[config.mk]
export PLATFORM = sky130hd
export DESIGN_NAME = pc_flag_unit_flat
export DESIGN_NICKNAME = d
export VERILOG_FILES = /design/src/rtl/pc_flag_if.sv /design/src/rtl/pc_flag_unit.sv /design/src/flat_wrapper.sv
export SDC_FILE = /design/constraint.sdc
export NUM_CORES = 1
export LEC_CHECK = 0
export CAP_MARGIN = 20
export CORE_MARGIN = 2
export CORE_UTILIZATION = 46
export CTS_CLUSTER_SIZE = 8
export DETAILED_ROUTE_END_ITERATION = 16
export HOLD_SLACK_MARGIN = 0.08
export PLACE_DENSITY = 0.82
export REMOVE_ABC_BUFFERS = 1
export SLEW_MARGIN = 20
export SYNTH_ARGS = -nofsm -noshare
export SYNTH_HDL_FRONTEND = slang
export SYNTH_SLANG_ARGS = --single-unit
export TNS_END_PERCENT = 30
[constraint.sdc]
create_clock -name clk -period 3.2 [get_ports clk]
set_input_delay 0.48 -clock clk [delete_from_list [all_inputs] [get_ports clk]]
set_output_delay 0.48 -clock clk [all_outputs]
set_load 0.005 [all_outputs]
[src/rtl/pc_flag_if.sv]
// Bus between the multicycle controller/ALU (master) and the PC/PSR stage (slave).
// Optional BRANCH_STATS_EN adds the branch-statistics counters to the bundle.
interface pc_flag_if #(
  parameter int WIDTH = 16
);
  // Strobes are single-cycle commands with no ready/valid back-pressure: the
  // controller asserts a strobe for exactly the cycle it wants the update,
  // the stage always accepts it at that posedge, and the result (pc/psr) is
  // visible from the following cycle.
  logic             pcAdd;
  logic             pcJump;
  logic             pcBranch;
  logic             flagWrite;
  logic [4:0]       aluFlags;
  logic [15:0]      instruction;
  logic [WIDTH-1:0] rTarget;
  logic [WIDTH-1:0] pc;
  logic [WIDTH-1:0] pcPlus1;
  logic [4:0]       psr;
  logic             condTrue;
`ifdef BRANCH_STATS_EN
  logic [15:0]      takenCount;
  logic [15:0]      notTakenCount;

  modport master (
    output pcAdd, pcJump, pcBranch, flagWrite, aluFlags, instruction, rTarget,
    input  pc, pcPlus1, psr, condTrue, takenCount, notTakenCount
  );

  modport slave (
    input  pcAdd, pcJump, pcBranch, flagWrite, aluFlags, instruction, rTarget,
    output pc, pcPlus1, psr, condTrue, takenCount, notTakenCount
  );
`else
  modport master (
    output pcAdd, pcJump, pcBranch, flagWrite, aluFlags, instruction, rTarget,
    input  pc, pcPlus1, psr, condTrue
  );

  modport slave (
    input  pcAdd, pcJump, pcBranch, flagWrite, aluFlags, instruction, rTarget,
    output pc, pcPlus1, psr, condTrue
  );
`endif
endinterface

[src/rtl/pc_flag_unit.sv]
// Program counter and PSR stage: condition evaluation, next-PC select, JAL link value.
// Define BRANCH_STATS_EN to add saturating taken / not-taken branch counters.
module pc_flag_unit #(
  parameter int               WIDTH    = 16,
  parameter logic [WIDTH-1:0] RESET_PC = '0
) (
  input  logic     clk,
  input  logic     reset,
  pc_flag_if.slave bus
);

  localparam logic [WIDTH-1:0] PC_ONE = WIDTH'(1);

  typedef enum logic [3:0] {
    COND_EQ = 4'b0000,
    COND_NE = 4'b0001,
    COND_CS = 4'b0010,
    COND_CC = 4'b0011,
    COND_HI = 4'b0100,
    COND_LS = 4'b0101,
    COND_GT = 4'b0110,
    COND_LE = 4'b0111,
    COND_FS = 4'b1000,
    COND_FC = 4'b1001,
    COND_LO = 4'b1010,
    COND_HS = 4'b1011,
    COND_LT = 4'b1100,
    COND_GE = 4'b1101,
    COND_UC = 4'b1110,
    COND_NV = 4'b1111
  } cond_e;

  logic [WIDTH-1:0] pc_q;
  logic [WIDTH-1:0] pc_d;
  logic [WIDTH-1:0] pc_inc;
  logic [WIDTH-1:0] disp_sext;
  logic [WIDTH-1:0] branch_target;
  logic [4:0]       psr_q;
  cond_e            cond;
  logic [7:0]       disp;
  logic             cond_true;
  logic             flag_c;
  logic             flag_l;
  logic             flag_f;
  logic             flag_z;
  logic             flag_n;
  logic             resolving;
  logic             unused_instr_hi;

  assign cond            = cond_e'(bus.instruction[11:8]);
  assign disp            = bus.instruction[7:0];
  assign unused_instr_hi = ^bus.instruction[15:12];

  assign {flag_c, flag_l, flag_f, flag_z, flag_n} = psr_q;

  // Conditions read the registered PSR only, so a same-cycle flagWrite is not seen.
  always_comb begin
    cond_true = 1'b0;
    case (cond)
      COND_EQ: cond_true = flag_z;
      COND_NE: cond_true = !flag_z;
      COND_CS: cond_true = flag_c;
      COND_CC: cond_true = !flag_c;
      COND_HI: cond_true = flag_l;
      COND_LS: cond_true = !flag_l;
      COND_GT: cond_true = flag_n;
      COND_LE: cond_true = !flag_n;
      COND_FS: cond_true = flag_f;
      COND_FC: cond_true = !flag_f;
      COND_LO: cond_true = !flag_l && !flag_z;
      COND_HS: cond_true = flag_l || flag_z;
      COND_LT: cond_true = !flag_n && !flag_z;
      COND_GE: cond_true = flag_n || flag_z;
      COND_UC: cond_true = 1'b1;
      COND_NV: cond_true = 1'b0;
      default: cond_true = 1'b0;
    endcase
  end

  assign pc_inc        = pc_q + PC_ONE;
  assign disp_sext     = {{(WIDTH-8){disp[7]}}, disp};
  assign branch_target = pc_q + disp_sext;
  assign resolving     = bus.pcJump || bus.pcBranch;

  // Jump beats branch beats add when the controller overlaps strobes.
  always_comb begin
    pc_d = pc_q;
    if (bus.pcJump) begin
      pc_d = cond_true ? bus.rTarget : pc_inc;
    end else if (bus.pcBranch) begin
      pc_d = cond_true ? branch_target : pc_inc;
    end else if (bus.pcAdd) begin
      pc_d = pc_inc;
    end
  end

  always_ff @(posedge clk) begin
    if (!reset) begin
      pc_q  <= RESET_PC;
      psr_q <= 5'b0;
    end else begin
      pc_q <= pc_d;
      if (bus.flagWrite) begin
        psr_q <= bus.aluFlags;
      end
    end
  end

  assign bus.pc       = pc_q;
  assign bus.pcPlus1  = pc_inc;
  assign bus.psr      = psr_q;
  assign bus.condTrue = cond_true;

`ifdef BRANCH_STATS_EN
  logic [15:0] taken_q;
  logic [15:0] not_taken_q;

  always_ff @(posedge clk) begin
    if (!reset) begin
      taken_q     <= 16'h0000;
      not_taken_q <= 16'h0000;
    end else if (resolving) begin
      if (cond_true) begin
        if (taken_q != 16'hFFFF) taken_q <= taken_q + 16'h0001;
      end else begin
        if (not_taken_q != 16'hFFFF) not_taken_q <= not_taken_q + 16'h0001;
      end
    end
  end

  assign bus.takenCount    = taken_q;
  assign bus.notTakenCount = not_taken_q;
`else
  logic unused_resolving;
  assign unused_resolving = resolving;
`endif

endmodule
[src/flat_wrapper.sv]
// flat-port wrapper written by rule: the top's interface ports become plain ports
module pc_flag_unit_flat 
#(
  parameter int               WIDTH    = 16,
  parameter logic [WIDTH-1:0] RESET_PC = '0
)
  (clk, reset, bus_pcAdd, bus_pcJump, bus_pcBranch, bus_flagWrite, bus_aluFlags, bus_instruction, bus_rTarget, bus_pc, bus_pcPlus1, bus_psr, bus_condTrue);
  pc_flag_if #(.WIDTH(WIDTH)) bus_i ();
  input  logic clk;
  input  logic reset;
  input wire logic [$bits(bus_i.pcAdd)-1:0] bus_pcAdd;
  input wire logic [$bits(bus_i.pcJump)-1:0] bus_pcJump;
  input wire logic [$bits(bus_i.pcBranch)-1:0] bus_pcBranch;
  input wire logic [$bits(bus_i.flagWrite)-1:0] bus_flagWrite;
  input wire logic [$bits(bus_i.aluFlags)-1:0] bus_aluFlags;
  input wire logic [$bits(bus_i.instruction)-1:0] bus_instruction;
  input wire logic [$bits(bus_i.rTarget)-1:0] bus_rTarget;
  output wire logic [$bits(bus_i.pc)-1:0] bus_pc;
  output wire logic [$bits(bus_i.pcPlus1)-1:0] bus_pcPlus1;
  output wire logic [$bits(bus_i.psr)-1:0] bus_psr;
  output wire logic [$bits(bus_i.condTrue)-1:0] bus_condTrue;
  assign bus_i.pcAdd = bus_pcAdd;
  assign bus_i.pcJump = bus_pcJump;
  assign bus_i.pcBranch = bus_pcBranch;
  assign bus_i.flagWrite = bus_flagWrite;
  assign bus_i.aluFlags = bus_aluFlags;
  assign bus_i.instruction = bus_instruction;
  assign bus_i.rTarget = bus_rTarget;
  assign bus_pc = bus_i.pc;
  assign bus_pcPlus1 = bus_i.pcPlus1;
  assign bus_psr = bus_i.psr;
  assign bus_condTrue = bus_i.condTrue;
  pc_flag_unit #(.WIDTH(WIDTH), .RESET_PC(RESET_PC)) u_core (.clk(clk), .reset(reset), .bus(bus_i));
endmodule
==> impl_metrics.toml <==
[grt]
grt_first_pass_wirelength_um = 11400
grt_pass1_vias = 2353
grt_max_degree = 15
grt.total_usage_pct = 26.6
antenna_found_initial = 0
grt-ovfl-total = 0

[sta]
fin_crit_sh_pct = 95.6
drv_slew = 0
fmax_mhz = 327
period_needed_ns = 3.06
setup_ws_ns = 0.139
setup_tns_ns = 0
tightestPinTransition_ns = 0.524
finalHoldViolations = 0
rsz0062_at_grt = "no"
maxSlewHeadroom_pct = 65.0
finClkSkew_ns = 0.00278
final-setup-viol-count = 0

[setup_path]
r2r_start = "u_core.bus.pc[0]"
path_common_cell = "clkdlybuf4s50_1"
r2r_cells = 10
worstPathRequired_ns = 2.72
slowest_delay_ns = 0.53
rr_endpoint = "u_core.bus.pc[10]"
path_delay_family = "buffers and inverters"
crit_arrival_ns = 2.58
cp-start-kind = "primary input"
worstPathCellList = "clkdlybuf4s50_1, xnor2_1, a221o_1, a21oi_4, nor3_4, inv_2, clkdlybuf4s50_1"
path_buf_inv = 3
r2r_setup_slack_ns = 0.51
endpoint_kind = "output port"
crit_type = "primary input to output port"
worst_path_max_delay_cell = "clkdlybuf4s50_1"
cp_max_fo = 7

[logic_synthesis]
yosysTopAreaCell = "dfxtp_1"
synth_cells = 297
yosys_warnings = 0
synth_seq_cells = 21
synthFlopType = "dfxtp_1"
synth_area_mm2 = 0.00226
synth_edf_count = 0
async_flop_share_pct = 0
avgSynthCellArea_um2 = 7.63
ys_types = 54
synth_common_cells = "nand2_1, a21oi_1, dfxtp_1, o21ai_0, nand3_1"
synth_most_common_cell = "nand2_1"
yosys.area.top_type_share_pct = 18.6
yosys-top-cells-area = "dfxtp_1, ha_1, xnor2_1, a21oi_1, xor2_1"
ys_seq_area_share_pct = 18.6

[detailed_routing]
ant_nets = 0
detail_route.vias_per_cell = 5.82
routed_wl_um = 7220
route.detailed.drc = 0
via_count = 2566
drt_first_pass_iters = 5
wl_per_cell_um = 16.4
drt_iter0_markers = 337

[floorplanning]
rows = 25
num_io_pins = 81
dieArea_mm2 = 0.00550
initial_core_util_pct = 47.9
coreArea_mm2 = 0.00472
die_w_um = 74.2
die_y_um = 74.2

[hold_path]
min_path_type = "flip-flop to flip-flop"
whs_path_depth = 2
worstHoldEndpoint = "u_core.bus.pc[1]"
hp-start = "u_core.bus.pc[1]"

[pwr]
ir_worst_vdd_mv = 0.218
power_density_mw_per_mm2 = 357
power_leakage_nw = 1.22
power_mw = 1.13

[clock_tree]
cts_max_level = 1
root_buffer = "clkbuf_8"
cts_tree = "yes"
clock_path_buffers = 2
clock-sinks = 21
postCtsSetupBuffers = 0
clock_latency_ns = 0.27
cts_made_buffers = 3
clk_pin_slew_ns = 0.09

[placement]
place_ws_ns = 0.156
gp_congestion = 0.911
dp_hpwl_um = 5720
io_buffers = 76

[finish]
drive_above_1_share_pct = 6.42
fin_nets = 435
syn_to_final_growth_pct = 39.7
antennaDiodeCount = 0

[run]
cap_violations = 0

[status]
status = "finished, final reports clean"
-- power breakdown --
part | internal (mW) | switching (mW)
combinational | 0.316 | 0.281
clock | 0.0891 | 0.0991
sequential | 0.291 | 0.0521
total | 0.696 | 0.432
-- worst reg2reg max path, cell delays in order, from the launching register on --
cell,delay (ns)
dfxtp_1,0.33
buf_4,0.16
ha_1,0.24
fa_1,0.43
a211oi_1,0.39
o211ai_1,0.17
nand2_1,0.12
nand2_1,0.07
xnor2_1,0.15
mux2_1,0.29
a41o_1,0.23
-- cell usage in the layout (no fill, tap or decap), drive strengths merged, types with 4 or more instances in the layout --
master         Yosys  final
a21o               5      5
a21oi             24     24
a31oi              6      6
and2               4      4
buf                3      9
clkbuf             9      4
clkdlybuf4s50      0     76
dfxtp             21     21
ha                16     16
inv                8      8
mux2i              9      9
nand2             28     28
nand2b             5      5
nand3             19     19
nor2              17     17
nor2b              9      9
nor3               7      7
nor4               6      6
o211ai             4      4
o21ai             22     22
o221ai             5      5
xnor2             18     18
xor2              12     12
-- area by class of cell --
type                    instances  area (um^2)
fillers                       401         1560
repair buffers                 85          828
inverters                       8         30.0
clock buffers                   4         45.0
multi-input cells             256         1760
flip-flops and latches         21          422
well taps                      67         83.8
-- worst max path at each step --
| stage | cells after the start | endpoint | from | slack [ns] |
|---|---|---|---|---|
| global placement | 10 | u_core.bus.pc[10] | bus_instruction[0] | 0.19 |
| detailed placement | 7 | bus_condTrue | bus_instruction[9] | 0.16 |
| floorplan | 8 | u_core.bus.pc[10] | bus_instruction[11] | 0.77 |
| finish | 7 | bus_condTrue | bus_instruction[8] | 0.14 |
| CTS | 6 | bus_pcPlus1[10] | u_core.bus.pc[1] | 0.1 |
| global route | 7 | bus_condTrue | bus_instruction[9] | 0.002 |
-- kinds of logic (layout without fill, tap and decap cells) --
| kind of cell | count (synthesis) | after routing | synth area share, % |
|---|---|---|---|
| AND/OR/NAND/NOR | 108 | 108 | 24.8 |
| flip-flops | 21 | 21 | 18.6 |
| buffers and inverters | 20 | 97 | 4.31 |
| XOR/XNOR | 30 | 30 | 11.6 |
| AO/OA/AOI/OAI | 91 | 91 | 26.4 |
| multiplexers | 10 | 10 | 4.64 |
| adder cells (fa/ha/maj) | 17 | 17 | 9.72 |
-- per-stage QoR --
stage	instance area, um^2	hold WS (ns)	cells	util, %
floorplan	2200	0.520	285	-
global placement	3110	0.532	437	65.8
detailed placement	3110	0.559	437	65.8
CTS	3150	0.575	441	66.8
global route	3160	0.583	441	67.0
finish	3160	0.549	441	67.0
-- state kept, by name, indices dropped and copies added, names as in the netlist --
signal          flops
u_core.bus.pc      16
u_core.bus.psr      5
-- timing repair --
action	in CTS	in global routing
gates resized for setup	0	3
hold buffers	0	0
setup endpoints to repair	0	4
-- metal layers --
layer / global-route usage (%) / vias to the layer above / part of all wire (%)
li1: - / 1262 / -
met1: 37.1 / 1167 / 44
met2: 42.9 / 124 / 46
met3: 3.25 / 13 / 7.8
met4: 7.88 / 0 / 1.4
met5: 0 / - / 0
No activity file was read; power rests on OpenSTA's default activity.
